--- src/rtl/synth_cmd_pkg.sv ---
// Shared opcodes, decoder states and packet lengths for the SPI synth command path.
// Defining CMD_CHECKSUM_EN switches to 4-byte packets with a trailing XOR byte.
package synth_cmd_pkg;

  localparam logic [7:0] OP_NOTE_ON  = 8'h90;
  localparam logic [7:0] OP_NOTE_OFF = 8'h80;
  localparam logic [7:0] OP_REG_WR   = 8'hB0;

  localparam int PKT_LEN_PLAIN = 3;
  localparam int PKT_LEN_CHK   = 4;

  typedef enum logic [2:0] {
    ST_IDLE = 3'd0,
    ST_OP1  = 3'd1,
    ST_OP2  = 3'd2,
    ST_CHK  = 3'd3,
    ST_EMIT = 3'd4
  } state_t;

`ifdef CMD_CHECKSUM_EN
  localparam int     PKT_LEN  = PKT_LEN_CHK;
  localparam state_t ST_FINAL = ST_CHK;
`else
  localparam int     PKT_LEN  = PKT_LEN_PLAIN;
  localparam state_t ST_FINAL = ST_OP2;
`endif

  function automatic logic is_opcode(input logic [7:0] b);
    return (b == OP_NOTE_ON) || (b == OP_NOTE_OFF) || (b == OP_REG_WR);
  endfunction

endpackage

--- src/rtl/spi_cmd_decoder_if.sv ---
// Byte-in / command-out bundle between the SPI receiver, the decoder and its consumers.
interface spi_cmd_decoder_if
  import synth_cmd_pkg::*;
#(
  parameter int REG_AW = 8
);
  // No backpressure: every *_valid / strobe is a one-cycle pulse that the
  // receiving side must take in the cycle it is high; there is no ready.
  logic [7:0]        i_byte;
  logic              i_byte_valid;
  logic              i_frame_end;
  logic              o_note_valid;
  logic              o_note_on;
  logic [6:0]        o_note;
  logic [6:0]        o_velocity;
  logic              o_reg_wr;
  logic [REG_AW-1:0] o_reg_addr;
  logic [7:0]        o_reg_data;
  logic              o_err;
  state_t            dbg_state;

  modport master (
    output i_byte, i_byte_valid, i_frame_end,
    input  o_note_valid, o_note_on, o_note, o_velocity,
    input  o_reg_wr, o_reg_addr, o_reg_data, o_err, dbg_state
  );

  modport slave (
    input  i_byte, i_byte_valid, i_frame_end,
    output o_note_valid, o_note_on, o_note, o_velocity,
    output o_reg_wr, o_reg_addr, o_reg_data, o_err, dbg_state
  );
endinterface

--- src/rtl/byte_gap_timer.sv ---
// Inter-byte gap counter: cleared by each byte, counts while a packet is open,
// saturates at GAP_CYCLES and flags expiry.
module byte_gap_timer #(
  parameter int GAP_CYCLES = 4096
) (
  input  logic i_sys_clk,
  input  logic i_rst_n,
  input  logic clear,
  input  logic run,
  output logic expired
);
  localparam int            CW    = $clog2(GAP_CYCLES + 1);
  localparam logic [CW-1:0] LIMIT = CW'(GAP_CYCLES);

  logic [CW-1:0] count;

  always_ff @(posedge i_sys_clk or negedge i_rst_n) begin
    if (!i_rst_n) begin
      count <= '0;
    end else if (clear || !run) begin
      count <= '0;
    end else if (count != LIMIT) begin
      count <= count + CW'(1);
    end
  end

  assign expired = run && (count == LIMIT);
endmodule

--- src/rtl/spi_cmd_decoder.sv ---
// Turns SPI receiver bytes into note-on/off and register-write commands; bad,
// truncated or stalled packets are dropped with an o_err pulse. Optional: CMD_CHECKSUM_EN.
module spi_cmd_decoder
  import synth_cmd_pkg::*;
#(
  parameter int GAP_CYCLES = 4096,
  parameter int REG_AW     = 8
) (
  input  logic             i_sys_clk,
  input  logic             i_rst_n,
  spi_cmd_decoder_if.slave bus
);
  state_t     state;
  logic [7:0] op_q;
  logic [7:0] b1_q;
  logic [7:0] fin_b2;
  logic       b1_ok;
  logic       b2_ok;
  logic       final_ok;
  logic       do_emit;
  logic       gap_expired;
  logic       timer_run;

`ifdef CMD_CHECKSUM_EN
  logic [7:0] b2_q;
  assign fin_b2   = b2_q;
  assign final_ok = (bus.i_byte == (op_q ^ b1_q ^ b2_q));
`else
  assign fin_b2   = bus.i_byte;
  assign final_ok = b2_ok;
`endif

  // Note operands are 7-bit; register addresses must fit in REG_AW bits.
  assign b1_ok = (op_q == OP_REG_WR) ? ((bus.i_byte >> REG_AW) == 8'd0) : !bus.i_byte[7];
  assign b2_ok = (op_q == OP_REG_WR) || !bus.i_byte[7];

  assign do_emit   = bus.i_byte_valid && (state == ST_FINAL) && final_ok;
  assign timer_run = (state == ST_OP1) || (state == ST_OP2) || (state == ST_CHK);
  assign bus.dbg_state = state;

  byte_gap_timer #(.GAP_CYCLES(GAP_CYCLES)) u_gap_timer (
    .i_sys_clk (i_sys_clk),
    .i_rst_n   (i_rst_n),
    .clear     (bus.i_byte_valid),
    .run       (timer_run),
    .expired   (gap_expired)
  );

  always_ff @(posedge i_sys_clk or negedge i_rst_n) begin
    if (!i_rst_n) begin
      state            <= ST_IDLE;
      op_q             <= '0;
      b1_q             <= '0;
`ifdef CMD_CHECKSUM_EN
      b2_q             <= '0;
`endif
      bus.o_note_valid <= 1'b0;
      bus.o_note_on    <= 1'b0;
      bus.o_note       <= '0;
      bus.o_velocity   <= '0;
      bus.o_reg_wr     <= 1'b0;
      bus.o_reg_addr   <= '0;
      bus.o_reg_data   <= '0;
      bus.o_err        <= 1'b0;
    end else begin
      bus.o_note_valid <= 1'b0;
      bus.o_reg_wr     <= 1'b0;
      bus.o_err        <= 1'b0;

      // A byte arriving with frame end only survives if it completes the packet.
      case (state)
        ST_IDLE: begin
          if (bus.i_byte_valid) begin
            if (is_opcode(bus.i_byte) && !bus.i_frame_end) begin
              op_q  <= bus.i_byte;
              state <= ST_OP1;
            end else begin
              bus.o_err <= 1'b1;
            end
          end
        end
        ST_OP1: begin
          if (bus.i_byte_valid) begin
            if (b1_ok && !bus.i_frame_end) begin
              b1_q  <= bus.i_byte;
              state <= ST_OP2;
            end else begin
              bus.o_err <= 1'b1;
              state     <= ST_IDLE;
            end
          end else if (bus.i_frame_end || gap_expired) begin
            bus.o_err <= 1'b1;
            state     <= ST_IDLE;
          end
        end
`ifdef CMD_CHECKSUM_EN
        ST_OP2: begin
          if (bus.i_byte_valid) begin
            if (b2_ok && !bus.i_frame_end) begin
              b2_q  <= bus.i_byte;
              state <= ST_CHK;
            end else begin
              bus.o_err <= 1'b1;
              state     <= ST_IDLE;
            end
          end else if (bus.i_frame_end || gap_expired) begin
            bus.o_err <= 1'b1;
            state     <= ST_IDLE;
          end
        end
        ST_CHK: begin
`else
        ST_OP2: begin
`endif
          if (bus.i_byte_valid) begin
            if (!final_ok) begin
              bus.o_err <= 1'b1;
              state     <= ST_IDLE;
            end
          end else if (bus.i_frame_end || gap_expired) begin
            bus.o_err <= 1'b1;
            state     <= ST_IDLE;
          end
        end
        ST_EMIT: state <= ST_IDLE;
        default: state <= ST_IDLE;
      endcase

      if (do_emit) begin
        state <= ST_EMIT;
        if (op_q == OP_REG_WR) begin
          bus.o_reg_wr   <= 1'b1;
          bus.o_reg_addr <= b1_q[REG_AW-1:0];
          bus.o_reg_data <= fin_b2;
        end else begin
          // Note-on with zero velocity is reported as note-off.
          bus.o_note_valid <= 1'b1;
          bus.o_note_on    <= (op_q == OP_NOTE_ON) && (fin_b2[6:0] != 7'd0);
          bus.o_note       <= b1_q[6:0];
          bus.o_velocity   <= fin_b2[6:0];
        end
      end
    end
  end
endmodule

--- src/flat_wrapper.sv ---
// flat-port wrapper written by rule: the top's interface ports become plain ports
module spi_cmd_decoder_flat import synth_cmd_pkg::*;
#(
  parameter int GAP_CYCLES = 4096,
  parameter int REG_AW     = 8
)
  (i_sys_clk, i_rst_n, bus_i_byte, bus_i_byte_valid, bus_i_frame_end, bus_o_note_valid, bus_o_note_on, bus_o_note, bus_o_velocity, bus_o_reg_wr, bus_o_reg_addr, bus_o_reg_data, bus_o_err, bus_dbg_state);
  spi_cmd_decoder_if #(.REG_AW(REG_AW)) bus_i ();
  input  logic i_sys_clk;
  input  logic i_rst_n;
  input wire logic [$bits(bus_i.i_byte)-1:0] bus_i_byte;
  input wire logic [$bits(bus_i.i_byte_valid)-1:0] bus_i_byte_valid;
  input wire logic [$bits(bus_i.i_frame_end)-1:0] bus_i_frame_end;
  output wire logic [$bits(bus_i.o_note_valid)-1:0] bus_o_note_valid;
  output wire logic [$bits(bus_i.o_note_on)-1:0] bus_o_note_on;
  output wire logic [$bits(bus_i.o_note)-1:0] bus_o_note;
  output wire logic [$bits(bus_i.o_velocity)-1:0] bus_o_velocity;
  output wire logic [$bits(bus_i.o_reg_wr)-1:0] bus_o_reg_wr;
  output wire logic [$bits(bus_i.o_reg_addr)-1:0] bus_o_reg_addr;
  output wire logic [$bits(bus_i.o_reg_data)-1:0] bus_o_reg_data;
  output wire logic [$bits(bus_i.o_err)-1:0] bus_o_err;
  output wire logic [$bits(bus_i.dbg_state)-1:0] bus_dbg_state;
  assign bus_i.i_byte = bus_i_byte;
  assign bus_i.i_byte_valid = bus_i_byte_valid;
  assign bus_i.i_frame_end = bus_i_frame_end;
  assign bus_o_note_valid = bus_i.o_note_valid;
  assign bus_o_note_on = bus_i.o_note_on;
  assign bus_o_note = bus_i.o_note;
  assign bus_o_velocity = bus_i.o_velocity;
  assign bus_o_reg_wr = bus_i.o_reg_wr;
  assign bus_o_reg_addr = bus_i.o_reg_addr;
  assign bus_o_reg_data = bus_i.o_reg_data;
  assign bus_o_err = bus_i.o_err;
  assign bus_dbg_state = bus_i.dbg_state;
  spi_cmd_decoder #(.GAP_CYCLES(GAP_CYCLES), .REG_AW(REG_AW)) u_core (.i_sys_clk(i_sys_clk), .i_rst_n(i_rst_n), .bus(bus_i));
endmodule
--- config.mk ---
export PLATFORM = sky130hd
export DESIGN_NAME = spi_cmd_decoder_flat
export DESIGN_NICKNAME = d
export VERILOG_FILES = /design/src/rtl/synth_cmd_pkg.sv /design/src/rtl/spi_cmd_decoder_if.sv /design/src/rtl/byte_gap_timer.sv /design/src/rtl/spi_cmd_decoder.sv /design/src/flat_wrapper.sv
export SDC_FILE = /design/constraint.sdc
export NUM_CORES = 1
export LEC_CHECK = 0
export ABC_AREA = 1
export CAP_MARGIN = 20
export CORE_UTILIZATION = 45
export CTS_BUF_LIST = sky130_fd_sc_hd__clkbuf_4 sky130_fd_sc_hd__clkbuf_8
export DETAILED_ROUTE_END_ITERATION = 10
export DONT_BUFFER_PORTS = 1
export SLEW_MARGIN = 10
export SYNTH_ARGS = -nofsm -noshare
export SYNTH_HDL_FRONTEND = slang
export SYNTH_SLANG_ARGS = --single-unit
--- constraint.sdc ---
create_clock -name i_sys_clk -period 1.6 [get_ports i_sys_clk]
set_input_delay 0.32 -clock i_sys_clk [delete_from_list [all_inputs] [get_ports i_sys_clk]]
set_output_delay 0.32 -clock i_sys_clk [all_outputs]
set_load 0.02 [all_outputs]
# After elaboration in Yosys (flattened, before gate mapping)
# Cells that the tools add are included.
dict set report classes {
  addsub 1
  eq_ne 13
  muxes 24
  bitwise 1
  n_reduce_logical 24
}
# operator count
set ops {}
lappend ops {{$eq A8 B8 Y1 const B} 5}
lappend ops {{$mux W13} 2}
lappend ops {{$mux W3} 7}
lappend ops {{$add A13 B1 Y13 const B} 1}
lappend ops {{$eq A13 B13 Y1 const B} 1}
lappend ops {{$ne A13 B13 Y1 const B} 1}
lappend ops {{$mux W1} 12}
lappend ops {{$pmux W3 S3} 1}
lappend ops {{$reduce_and A3 Y1} 3}
lappend ops {{$logic_or A1 B1 Y1} 7}
lappend ops {{$reduce_bool A7 Y1} 1}
lappend ops {{$eq A3 B2 Y1 const B} 2}
lappend ops {{$logic_and A1 B1 Y1} 6}
lappend ops {{$ne A4 B4 Y1 const B} 1}
lappend ops {{$reduce_and A2 Y1} 2}
lappend ops {{$eq A3 B1 Y1 const B} 1}
lappend ops {{$logic_not A1 Y1} 3}
lappend ops {{$logic_not A3 Y1} 1}
lappend ops {{$ne A3 B1 Y1 const B} 1}
lappend ops {{$ne A3 B2 Y1 const B} 1}
lappend ops {{$pmux W1 S3} 1}
lappend ops {{$mux W2} 1}
lappend ops {{$reduce_bool A2 Y1} 1}
lappend ops {{$not A1 Y1} 1}
dict set report totals {
  register_bits 66
  wordCells 75
}

# Depth between registers and ports, before layout
# Gate-level depths: netlist of the first run.
dict set report logic_depth {
  word_depth 9
  ltp_mapped 9
  depth_no_buf 9
}

# Hierarchy
# From an unflattened synthesis of the first run, not the netlist that was laid out.
dict set report hier_totals {
  cells_unflattened 342
  area_unflattened_um2 3231.8
}
# module instances cells_each area_each_um2 seq_area_each_um2
set modules_own_cells {}
lappend modules_own_cells {spi_cmd_decoder 1 231 2416.1 1326.3}
lappend modules_own_cells {byte_gap_timer 1 111 815.8 325.3}

# Least setup slack after synthesis of the first run
# No wires, ideal clock.
dict set report synth_timing {
  kind {register to register}
  startpoint {reg u_core.state[2] (netlist: u_core.bus.dbg_state[2])}
  endpoint {reg u_core.b1_q[6]}
  t_arrival_ns 1.262
  slack_ns 0.217
  stages_incl_launch_ff 8
  period_less_slack_ns 1.383
  cell_sequence {dfrtp_1 > nor2_2 > nand2_1 > nor2_2 > nand3_4 > buf_6 > nand2_2 > o21ai_2}
}
dict set report synth_between {
  elab_chain_cells 2
}
# item line_no
set synth_rtl {}
lappend synth_rtl {{from (decl)} spi_cmd_decoder.sv:13} ;# state_t state;
lappend synth_rtl {{from (signal assigned)} spi_cmd_decoder.sv:51} ;# state <= ST_IDLE;
lappend synth_rtl {{from (signal assigned)} spi_cmd_decoder.sv:76} ;# state <= ST_OP1;
lappend synth_rtl {{from (signal assigned)} spi_cmd_decoder.sv:86} ;# state <= ST_OP2;
lappend synth_rtl {{$eq A3 B1 Y1} spi_cmd_decoder.sv:71} ;# case (state)
lappend synth_rtl {{$reduce_and A3 Y1 (no source line)} -}
lappend synth_rtl {{to (signal assigned)} spi_cmd_decoder.sv:85} ;# b1_q <= bus.i_byte;
lappend synth_rtl {{to (decl)} spi_cmd_decoder.sv:15} ;# logic [7:0] b1_q;
# No other way between the ends.
# A chain may end at the register's enable or synchronous reset.

# Worst setup path after layout of the first run
dict set report layout_timing {
  startpoint {reg u_core.state[0] (netlist: u_core.bus.dbg_state[0])}
  endpoint {reg u_core.bus.o_velocity[4]}
}
dict set report layout_between {
  elab_chain_cells 4
}
# item line_no
set layout_rtl {}
lappend layout_rtl {{$eq A3 B2 Y1} spi_cmd_decoder.sv:37} ;# assign do_emit = bus.i_byte_valid && (state == ST_FINAL) && final_ok;
lappend layout_rtl {{$logic_and A1 B1 Y1 (2 in a row)} spi_cmd_decoder.sv:37}
lappend layout_rtl {{$reduce_and A2 Y1 (no source line)} -}
lappend layout_rtl {{to (signal assigned)} spi_cmd_decoder.sv:140} ;# bus.o_velocity <= fin_b2[6:0];
lappend layout_rtl {{to (decl)} spi_cmd_decoder_if.sv:30} ;# output o_note_valid, o_note_on, o_note, o_velocity,
# No other way between the ends.

==> out/results.txt, run 1 <==
Core ar. - 0.006422 mm²
hold_ws - -0.3293 ns
initial antenna violation count - 0
min-delay worst type - in2async
CTS H-tree depth - 3
fin crit period - 1.496 ns
Top delay family on crit path - simple AND/OR/NAND/NOR gates
worst-path fanout max - 30
syn nets - 333
Via density - 4.955
fmax - 668.3 MHz
port bufs - 0
Arrival @ worst endpoint - 1.71 ns
TritonRoute pass-1 iters - 7
clk sink count - 66
commonest cells in the netlist - nand2_1 (69), dfrtp_1 (66), inv_1 (46)
post-detail-place hpwl - 3833 µm
largest net degree at the start of global routing - 67
PwrDens - 1041 mW/mm²
total CTS buffers - 9
Synth area leaders - dfrtp_1 (54%), nand2_1 (8.5%), o21ai_2 (7.2%)
CTS tree - built
maximum VDD drop - 634.9 µV
number of cell rows - 29
sequential element share of the synthesized area - 0.5430
WL/cell - 13.35 µm
Yosys reg bits - 66
post-synth top area share - 0.5430
# setup viols final - 0
critical path data required time - 1.82 ns
cts repair resizes - 0
DIE WIDTH - 84.22 µm
crit path launch type - flop
count leader, synth - nand2_1
DRT iter0 DRCs - 101
period utilisation layout - 0.9352
Detail Route Antenna Nets - 0
slowest CP cell - dfrtp_1
total track usage - 0.1785
CP peak stage delay - 0.43 ns
Post-synth ARST share - 1.000
Hold Vio Cnt, Final - 66
Worst-path clk slew - 0.08 ns
cells after synthesis - 319
share of cells above drive strength 1 - 0.2375
drt total wl - 5582 µm
CTS Buffer Depth - 2
Worst-Margin Slew - 0.4048 ns
area delta synth->final - 12.01%
Residual DRC - 2
Lkg Pwr - 1.646 nW
I/O Pins - 49
Net count, final - 350
first-pass GRT wire length - 9763 µm
die area - 0.007092 mm²
top_reg_cell synth - dfrtp_1
Mapped Area - 0.003042 mm²
critical path type - reg2reg
placed instance count - 400
Final Wtd Congestion - 0.8342
Slew HR - 0.7292
via count - 2,071
CP Capture Type - flop
max-cap violation count - 0
grt total ovfl - 0
Clk Tree Root Cell - clkbuf_8
leading area contributor after synthesis - dfrtp_1
Initial Util - 0.4736
Bufs and invs on worst path - 1
Mean Syn Cell Area - 9.535 µm²
vias in the first global route - 2,031
final std cells w/o fill - 418
unrepaired setup endpoints after global routing - true
# diodes - 0
synth unique cells - 30
violated checks - design-rule violations, negative hold slack
status - finished, violations left
clk_skew - 0.01102 ns
Die Y - 84.22 µm
Syn. warnings - 0
clock latency on the worst-skew pair - 0.34 ns
max-slew violations - 0
final setup TNS - 0 ns
EDFF count, synth - 0
CP Cell Sequence - inv_1 > nand3_2 > nor2_4 > nand3_4 > nand2_1 > o21ai_1
-- what timing repair did --
item | CTS | global route
endpoints found under the setup margin | 0 | 16
hold endpoints to repair | 66 | 66
buffers inserted | 0 | 2
-- final timing paths --
| check | start | to | slack [ns] | depth (start not counted) |
|---|---|---|---|---|
| min reg2reg | u_core.op_q[0] | u_core.op_q[0] | 0.46 | 2 |
| min | i_rst_n | u_core.bus.o_reg_addr[6] | -0.33 | 0 |
| max reg2reg | u_core.bus.dbg_state[0] | u_core.bus.o_velocity[4] | 0.10 | 6 |
| max in group asynchronous | i_rst_n | u_core.op_q[6] | 1.82 | 0 |
| max | u_core.bus.dbg_state[0] | u_core.bus.o_velocity[4] | 0.10 | 6 |
| min in group i_sys_clk | bus_i_frame_end | u_core.bus.dbg_state[1] | 0.17 | 3 |
-- worst reg2reg max path: cells and delay by family, from the launching register on --
family	cells	cell delay [ns]
buffers and inverters	1	0.11
AND/OR/NAND/NOR	4	0.78
AO/OA/AOI/OAI	1	0.08
flip-flops	1	0.43
-- where the power goes --
group / internal (mW) / switching (mW)
sequential: 1.70 / 0.0578
clock: 1.07 / 0.619
combinational: 0.0407 / 0.0572
total: 2.81 / 0.734
-- routing by layer --
layer  routed length (µm)  vias up  share of wire  GRT usage
met4                  112        0          0.020    0.09875
met5                    0        -              0          0
met3                  379       11          0.068    0.06195
li1                     -     1058              -          -
met2                 2383       47           0.43     0.2504
met1                 2705      955           0.48     0.2425
-- area by class of cell --
class | count | area, µm²
flip-flops and latches | 66 | 1652
clock buffers | 11 | 138.9
repair buffers | 15 | 125.1
clock inverters | 5 | 102.6
inverters | 49 | 188.9
multi-input cells | 195 | 1104
fillers | 597 | 3015
well taps | 77 | 96.34
-- layout by cell type (no fill, tap or decap) --
cell type,Yosys,layout
a21oi_1,6,6
a31oi_1,1,1
buf_12,0,1
buf_4,1,14
bufinv_16,0,3
clkbuf_4,0,2
clkbuf_8,0,9
clkinv_2,0,1
clkinv_4,1,1
clkinvlp_4,0,1
dfrtp_1,66,66
ha_1,2,2
inv_1,46,46
inv_2,2,2
nand2_1,69,69
nand2_2,6,6
nand2_4,1,1
nand3_1,13,13
nand3_2,2,2
nand3_4,3,3
nand3b_1,1,1
nand3b_4,1,1
nand4_1,4,4
nor2_1,16,16
nor2_2,5,5
nor2_4,2,2
nor3_1,9,9
nor3_4,1,1
nor3b_1,1,1
o211ai_1,1,1
o21ai_0,8,8
o21ai_1,16,16
o21ai_2,25,25
or2_2,1,1
xor2_1,1,1
-- registers in the layout (all words and copies together), names as in the netlist, 3 cells and up --
name,count
u_core.bus.o_note,7
u_core.u_gap_timer.count,13
u_core.bus.dbg_state,3
u_core.op_q,8
u_core.bus.o_reg_data,8
u_core.b1_q,8
u_core.bus.o_reg_addr,8
u_core.bus.o_velocity,7
-- logic make-up (layout without fill, tap and decap cells) --
logic type	after synthesis	in the layout	synth area share
xor gates and xnor gates	1	1	0.002880
and+or+nand+nor	135	135	0.2258
adders and majority gates	2	2	0.008226
DFF	66	66	0.5430
AOI/OAI and AO/OA	57	57	0.1259
buffers and inverters	58	80	0.09420
-- metrics by stage --
step | utilization | hold slack, ns | worst slack, ns | power, mW | instance area (µm²)
after floorplan | - | 0.02441 | 0.2174 | 1.868 | 3042
after global placement | 0.4906 | 0.02632 | 0.1504 | 1.892 | 3151
after CTS | 0.5282 | -0.3558 | 0.08713 | 3.601 | 3392
final | 0.5305 | -0.3293 | 0.1038 | 3.546 | 3407
after detailed placement | 0.4906 | 0.02651 | 0.1235 | 1.893 | 3151
after global routing | 0.5305 | -0.3563 | -0.04584 | 3.675 | 3407
(Power assumes the default switching activity.)
==> run 2, diff against run 1 <==
- clock period: 1.6 -> 1.3 ns (I/O delays scaled with it)
==> run 2 against run 1 <==
The run ends with design-rule violations, negative hold slack, negative setup slack left. Sequential cell count unchanged. Non-clock buffer count rose by 28. Global-route usage up 2.1 points. First-iteration DRC count fell by 3.0%. Routed wire length is 18% higher. Sequential power increased by 23%. Combinational power is 55% higher. Worst setup slack got worse by 0.16 ns. Via count is 7.0% higher. Hold slack got worse by 0.066 ns. Largest power group unchanged.
==> out/results.txt, run 2 (synthesized netlist as in run 1, its figures left out) <==
total power - 3.822 mW (+7.8%)
min-delay worst type - in2async
drt total wl - 6569 µm (+18%)
status - finished, violations left
CTS H-tree depth - 3 (unchanged)
share of cells above drive strength 1 - 0.4205 (+0.1829)
final std cells w/o fill - 448 (+7.2%)
Net count, final - 380 (+8.6%)
Reg with most FFs - u_core.u_gap_timer.count
Worst-path clk slew - 0.08 ns (about the same)
Initial Util - 0.4736 (unchanged)
clk sink count - 66 (unchanged)
worst-path fanout max - 3 (-90%)
grt total ovfl - 0 (unchanged)
max-slew violations - 0 (unchanged)
Residual DRC - 4 (+2)
DIE WIDTH - 84.22 µm (unchanged)
initial antenna violation count - 0 (unchanged)
port bufs - 0 (unchanged)
Worst-Margin Slew - 0.2786 ns (-0.1263 ns)
max-cap violation count - 0 (unchanged)
Slew HR - 0.8129 (+0.08362)
commonest non-fill, non-tap cell in the layout - dfrtp_1
crit path launch type - flop
Arrival @ worst endpoint - 1.59 ns (-0.12 ns)
CP Capture Type - flop
DRT iter0 DRCs - 98 (-3.0%)
clk_skew - 0.008097 ns (-0.002921 ns)
max FFs per register - 13 (unchanged)
setup slack after layout - -0.05304 ns (-0.1568 ns)
post-detail-place hpwl - 4251 µm (+11%)
Core ar. - 0.006422 mm² (unchanged)
violated checks - design-rule violations, negative hold slack, negative setup slack
Via density - 4.946 (-0.16%)
TritonRoute pass-1 iters - 7 (unchanged)
critical path type - reg2reg
fmax - 739.1 MHz (+11%)
PwrDens - 998.9 mW/mm² (-4.0%)
critical path data required time - 1.54 ns (-0.28 ns)
Clk Tree Root Cell - clkbuf_8
CTS Buffer Depth - 2 (unchanged)
most frequent cells in the layout - dfrtp_1 (63), nand2_1 (50), inv_1 (41), buf_4 (33), o21ai_2 (26)
maximum VDD drop - 635.3 µV (about the same)
Die Y - 84.22 µm (unchanged)
via count - 2,216 (+7.0%)
CTS tree - built
area delta synth->final - 25.79%
largest net degree at the start of global routing - 67 (unchanged)
die area - 0.007092 mm² (unchanged)
r2r setup slk - -0.05 ns (-0.16 ns)
total CTS buffers - 9 (unchanged)
final setup TNS - -0.9061 ns (-0.9061 ns)
fin crit period - 1.353 ns (-0.1432 ns)
placed instance count - 421 (+5.3%)
Lkg Pwr - 1.793 nW (+9.0%)
total track usage - 0.1994 (+0.02086)
hold_ws - -0.3953 ns (-0.06600 ns)
Hold Vio Cnt, Final - 66 (unchanged)
I/O Pins - 49 (unchanged)
# setup viols final - 35 (+35)
WL/cell - 14.66 µm (+9.8%)
period utilisation layout - 1.041 (+0.1056)
Final Wtd Congestion - 0.8476 (+1.6%)
first-pass GRT wire length - 10,780 µm (+10%)
unrepaired setup endpoints after global routing - true
vias in the first global route - 2,152 (+6.0%)
Detail Route Antenna Nets - 0 (unchanged)
# diodes - 0 (unchanged)
number of cell rows - 29 (unchanged)
clock latency on the worst-skew pair - 0.35 ns (about the same)
==> run 2: cell count changes in the layout (fill, tap and decap cells not counted), sizes merged <==
cell / before / now
buf: 15 / 43
bufinv: 3 / 0
clkbuf: 11 / 9
clkinv: 2 / 5
clkinvlp: 1 / 3
nand3: 18 / 20
==> run 2: report_power, final <==
part	internal (mW)	total [mW]	switching, mW
sequential	2.10	2.17	0.0729
clock	0.682	1.50	0.818
combinational	0.0686	0.152	0.0838
total	2.85	3.82	0.975
==> run 2: cell type report <==
| cell class | count | area, µm² |
|---|---|---|
| multi-input cells | 197 | 1320 |
| well taps | 77 | 96.34 |
| flip-flops and latches | 66 | 1655 |
| inverters | 49 | 188.9 |
| repair buffers | 43 | 395.4 |
| clock buffers | 9 | 123.9 |
| clock inverters | 7 | 46.29 |
| fillers | 543 | 2596 |
==> run 2: metrics by stage <==
| stage | worst slack (ns) | util | instance area [µm²] | hold slack (ns) |
|---|---|---|---|---|
| floorplan | -0.02287 | - | 3045 | -0.03559 |
| global route | -0.1376 | 0.5958 | 3826 | -0.4231 |
| finish | -0.05304 | 0.5958 | 3826 | -0.3953 |
| detailed placement | -0.06769 | 0.5215 | 3349 | -0.03369 |
| global placement | -0.08157 | 0.5215 | 3349 | -0.03337 |
| CTS | -0.06825 | 0.5665 | 3638 | -0.4122 |
==> run 2: timing repair <==
item                                    4_1_cts  5_1_grt
pin swaps                                     7       17
hold endpoints to repair                     66       66
cloned                                        1        1
setup buffers                                 4        5
resized for setup                            27       38
endpoints found under the setup margin       44       56
==> run 2: routing by layer <==
layer | track usage | part of all wire | vias to the layer above
li1 | - | - | 1122
met4 | 0.07524 | 0.014 | 0
met1 | 0.2714 | 0.46 | 1051
met3 | 0.06883 | 0.053 | 9
met5 | 0 | 0 | -
met2 | 0.2958 | 0.47 | 34
==> run 2: critical path: stages (launching register included) <==
cell	delay [ns]
dfrtp_1	0.38
inv_1	0.07
nand2_2	0.06
nor2_4	0.14
nand2_4	0.09
buf_4	0.15
nand3_4	0.08
buf_4	0.13
clkinv_4	0.04
nand3_2	0.05
nand2_1	0.05
==> run 2: path summary, 6_finish.rpt <==
path | start | depth (start not counted) | endpoint
setup / recovery | u_core.op_q[0] | 10 | u_core.bus.o_note_on
hold / removal | i_rst_n | 0 | u_core.bus.o_note[6]
setup reg to reg | u_core.op_q[0] | 10 | u_core.bus.o_note_on
hold reg to reg | u_core.op_q[1] | 2 | u_core.op_q[1]
max in group asynchronous | i_rst_n | 0 | u_core.bus.dbg_state[1]
min in group i_sys_clk | bus_i_frame_end | 3 | u_core.bus.dbg_state[1]
==> run 3, diff against run 2 <==
- ABC_CLOCK_PERIOD_IN_PS: not set -> 1300
- SYNTH_HIERARCHICAL: not set -> 1
==> run 3 against run 2 <==
The run ends with negative hold slack, negative setup slack left. Power is 61% higher. Clock power increased by 54%. Critical path depth decreased by 1. First-iteration DRC count is 9.2% lower. Critical path type unchanged. Utilization up 1.8 points. Synthesized area increased by 6.3%. Non-clock buffer count up 14. Largest cell class unchanged.
==> out/results.txt, run 3 <==
sequential cell area - 0.001653 mm² (-0.15%)
Core ar. - 0.006869 mm² (+7.0%)
FILL cells - 606 (+12%)
via count - 2,373 (+7.1%)
clk_skew - 0.01019 ns (+0.002094 ns)
fin crit period - 1.446 ns (+0.09258 ns)
commonest non-fill, non-tap cell in the layout - nand2_1
CTS Buffer Depth - 2 (unchanged)
crit path launch type - flop
Yosys reg bits - 66 (unchanged)
initial antenna violation count - 0 (unchanged)
violated checks - negative hold slack, negative setup slack
first-pass GRT wire length - 11,020 µm (+2.2%)
setup slack after layout - -0.1456 ns (-0.09258 ns)
largest family of logic cells by synthesized area - simple AND/OR/NAND/NOR gates
post-synthesis xor/xnor area fraction - 0.002710 (-0.0001694)
synth unique cells - 28 (-6.7%)
Clk Tree Root Cell - clkbuf_8
post-synth top area share - 0.5110 (-0.03195)
Die Y - 86.75 µm (+3.0%)
adder-cell area share of the yosys netlist - 0.007743 (-0.0004841)
count leader, synth - nand2_1
Reg with most FFs - u_core/u_gap_timer/count
Setup crit end - u_core/bus.o_reg_addr[5]
Slew HR - 0.7989 (-0.01392)
Net count, final - 416 (+9.5%)
CP Cell Sequence - inv_1 > nand2_1 > nor2_2 > nand2_2 > nand2_4 > nand3b_4 > buf_12 > nand2_2 > o21ai_2
DIE WIDTH - 86.75 µm (+3.0%)
slowest CP cell - dfrtp_1
placed instance count - 472 (+12%)
status - finished, violations left
mux cell area share after synthesis - 0 (unchanged)
total CTS buffers - 9 (unchanged)
cells after synthesis - 342 (+7.2%)
Worst-path clk slew - 0.08 ns (about the same)
TritonRoute pass-1 iters - 4 (-3)
Via density - 4.718 (-4.6%)
port bufs - 0 (unchanged)
fmax - 691.7 MHz (-6.4%)
final setup TNS - -4.437 ns (-3.531 ns)
Synth Area in Compound Gates - 0.1266 (+0.0007229)
vias in the first global route - 2,341 (+8.8%)
R2R Path Start - u_core/op_q[1]
Mapped Area - 0.003232 mm² (+6.3%)
share of cells above drive strength 1 - 0.4447 (+0.02423)
Residual DRC - 0 (-4)
Arrival @ worst endpoint - 1.67 ns (+0.08 ns)
r2r setup slk - -0.15 ns (-0.09 ns)
syn nets - 356 (+6.9%)
critical path data required time - 1.53 ns (about the same)
PwrDens - 1462 mW/mm² (+46%)
Post-synth ARST share - 1.000 (unchanged)
clk sink count - 66 (unchanged)
Worst-Margin Slew - 0.3016 ns (+0.02303 ns)
leading area contributor after synthesis - dfrtp_1
FF-to-FF End - u_core/bus.o_reg_addr[5]
period utilisation layout - 1.112 (+0.07122)
grt total ovfl - 0 (unchanged)
I/O Pins - 49 (unchanged)
maximum VDD drop - 607.3 µV (-4.4%)
drt total wl - 6599 µm (+0.46%)
Detail Route Antenna Nets - 0 (unchanged)
crit-path most repeated cell - nand2_2
Synth area leaders - dfrtp_1 (51%), o21ai_2 (10%), nand2_1 (8.5%)
clock latency on the worst-skew pair - 0.34 ns (about the same)
CTS tree - built
unrepaired setup endpoints after global routing - true
final std cells w/o fill - 503 (+12%)
Lkg Pwr - 2.062 nW (+15%)
Worst Setup SP - u_core/op_q[1]
hold_ws - -0.3962 ns (-0.0008450 ns)
commonest cells in the netlist - nand2_1 (73), dfrtp_1 (66), inv_1 (43)
CP Capture Type - flop
critical path type - reg2reg
DRT iter0 DRCs - 89 (-9.2%)
largest net degree at the start of global routing - 67 (unchanged)
Hold Vio Cnt, Final - 66 (unchanged)
CP peak stage delay - 0.38 ns (about the same)
max-cap violation count - 0 (unchanged)
Initial Util - 0.4705 (-0.003110)
Final Wtd Congestion - 0.8414 (-0.73%)
min-delay worst type - in2async
CTS H-tree depth - 3 (unchanged)
# diodes - 0 (unchanged)
max-slew violations - 0 (unchanged)
multi-input logic area - 0.001435 mm² (+8.7%)
most frequent cells in the layout - nand2_1 (66), dfrtp_1 (65), buf_4 (42), inv_1 (39), o21ai_2 (38)
area delta synth->final - 30.43%
Mean Syn Cell Area - 9.450 µm² (-0.89%)
WL/cell - 13.12 µm (-11%)
EDFF count, synth - 0 (unchanged)
Syn. warnings - 6 (+6)
max FFs per register - 13 (unchanged)
# setup viols final - 46 (+31%)
die area - 0.007525 mm² (+6.1%)
Synth Area in Simple Gates - 0.2656 (+0.03975)
number of cell rows - 30 (+3.4%)
worst-path fanout max - 11 (+8)
post-detail-place hpwl - 4412 µm (+3.8%)
sequential element share of the synthesized area - 0.5110 (-0.03195)
top_reg_cell synth - dfrtp_1
total track usage - 0.1922 (-0.007154)
worst r2r path cells - 9 (-1)
run 3: area by class of cell:
| class | instances | share of cell area |
|---|---|---|
| flip-flops and latches | 66 | 0.3921 |
| multi-input cells | 219 | 0.3405 |
| repair buffers | 57 | 0.1309 |
| inverters | 49 | 0.04423 |
| clock inverters | 6 | 0.03265 |
| clock buffers | 10 | 0.03117 |
| well taps | 96 | 0.02850 |
run 3: repair_timing:
item	in CTS	in global routing
pin swaps	2	16
cloned	2	2
setup endpoints to repair	58	63
buffers inserted	9	4
resized for setup	19	32
endpoints found under the hold margin	66	66
run 3: power breakdown:
part / leakage (nW) / internal, mW / total, mW / switching [mW]
clock network: 0.134 / 1.50 / 2.31 / 0.814
logic: 1.05 / 0.489 / 1.06 / 0.573
registers: 0.873 / 2.36 / 2.79 / 0.421
run 3: metal layers:
metal	vias up	wire length, µm	track usage
met1	1107	2984	0.2451
met4	0	121	0.07576
met5	-	0	0
li1	1212	-	-
met3	12	258	0.04952
met2	42	3234	0.3131
run 3: cell families after synthesis:
family                     count (synthesis)
buffers and inverters                     57
DFF                                       66
xor gates and xnor gates                   1
and+or+nand+nor                          162
adders and majority gates                  2
AOI/OAI and AO/OA                         54
run 3: worst min path at each step:
| stage | start | end | cells past startpoint |
|---|---|---|---|
| detailed placement | i_rst_n | u_core/bus.o_note[0] | 0 |
| floorplan | i_rst_n | u_core/b1_q[0] | 0 |
| CTS | i_rst_n | u_core/bus.o_note[0] | 0 |
| global placement | i_rst_n | u_core/bus.o_velocity[0] | 0 |
| global route | i_rst_n | u_core/bus.o_note[0] | 0 |
| finish | i_rst_n | u_core/bus.o_reg_data[1] | 0 |
run 3: per-stage QoR:
step | hold WS, ns | total power [mW] | area (µm²) | setup slack (ns) | utilization
3_3_place_gp | -0.03406 | 3.718 | 3608 | -0.09200 | 0.5253
5_1_grt | -0.4217 | 6.490 | 4215 | -0.2608 | 0.6137
2_1_floorplan | -0.03559 | 3.471 | 3241 | -0.04004 | -
6_report | -0.3962 | 6.162 | 4215 | -0.1456 | 0.6137
3_5_place_dp | -0.03373 | 3.750 | 3608 | -0.09937 | 0.5253
4_1_cts | -0.4135 | 6.153 | 4064 | -0.1598 | 0.5916
run 3: worst max-delay path, delay by kind of cell (launching register included):
kind / cells / cell delay [ns]
AO/OA/AOI/OAI: 1 / 0.05
AND/OR/NAND/NOR: 6 / 0.63
buffers and inverters: 2 / 0.26
flip-flops: 1 / 0.38
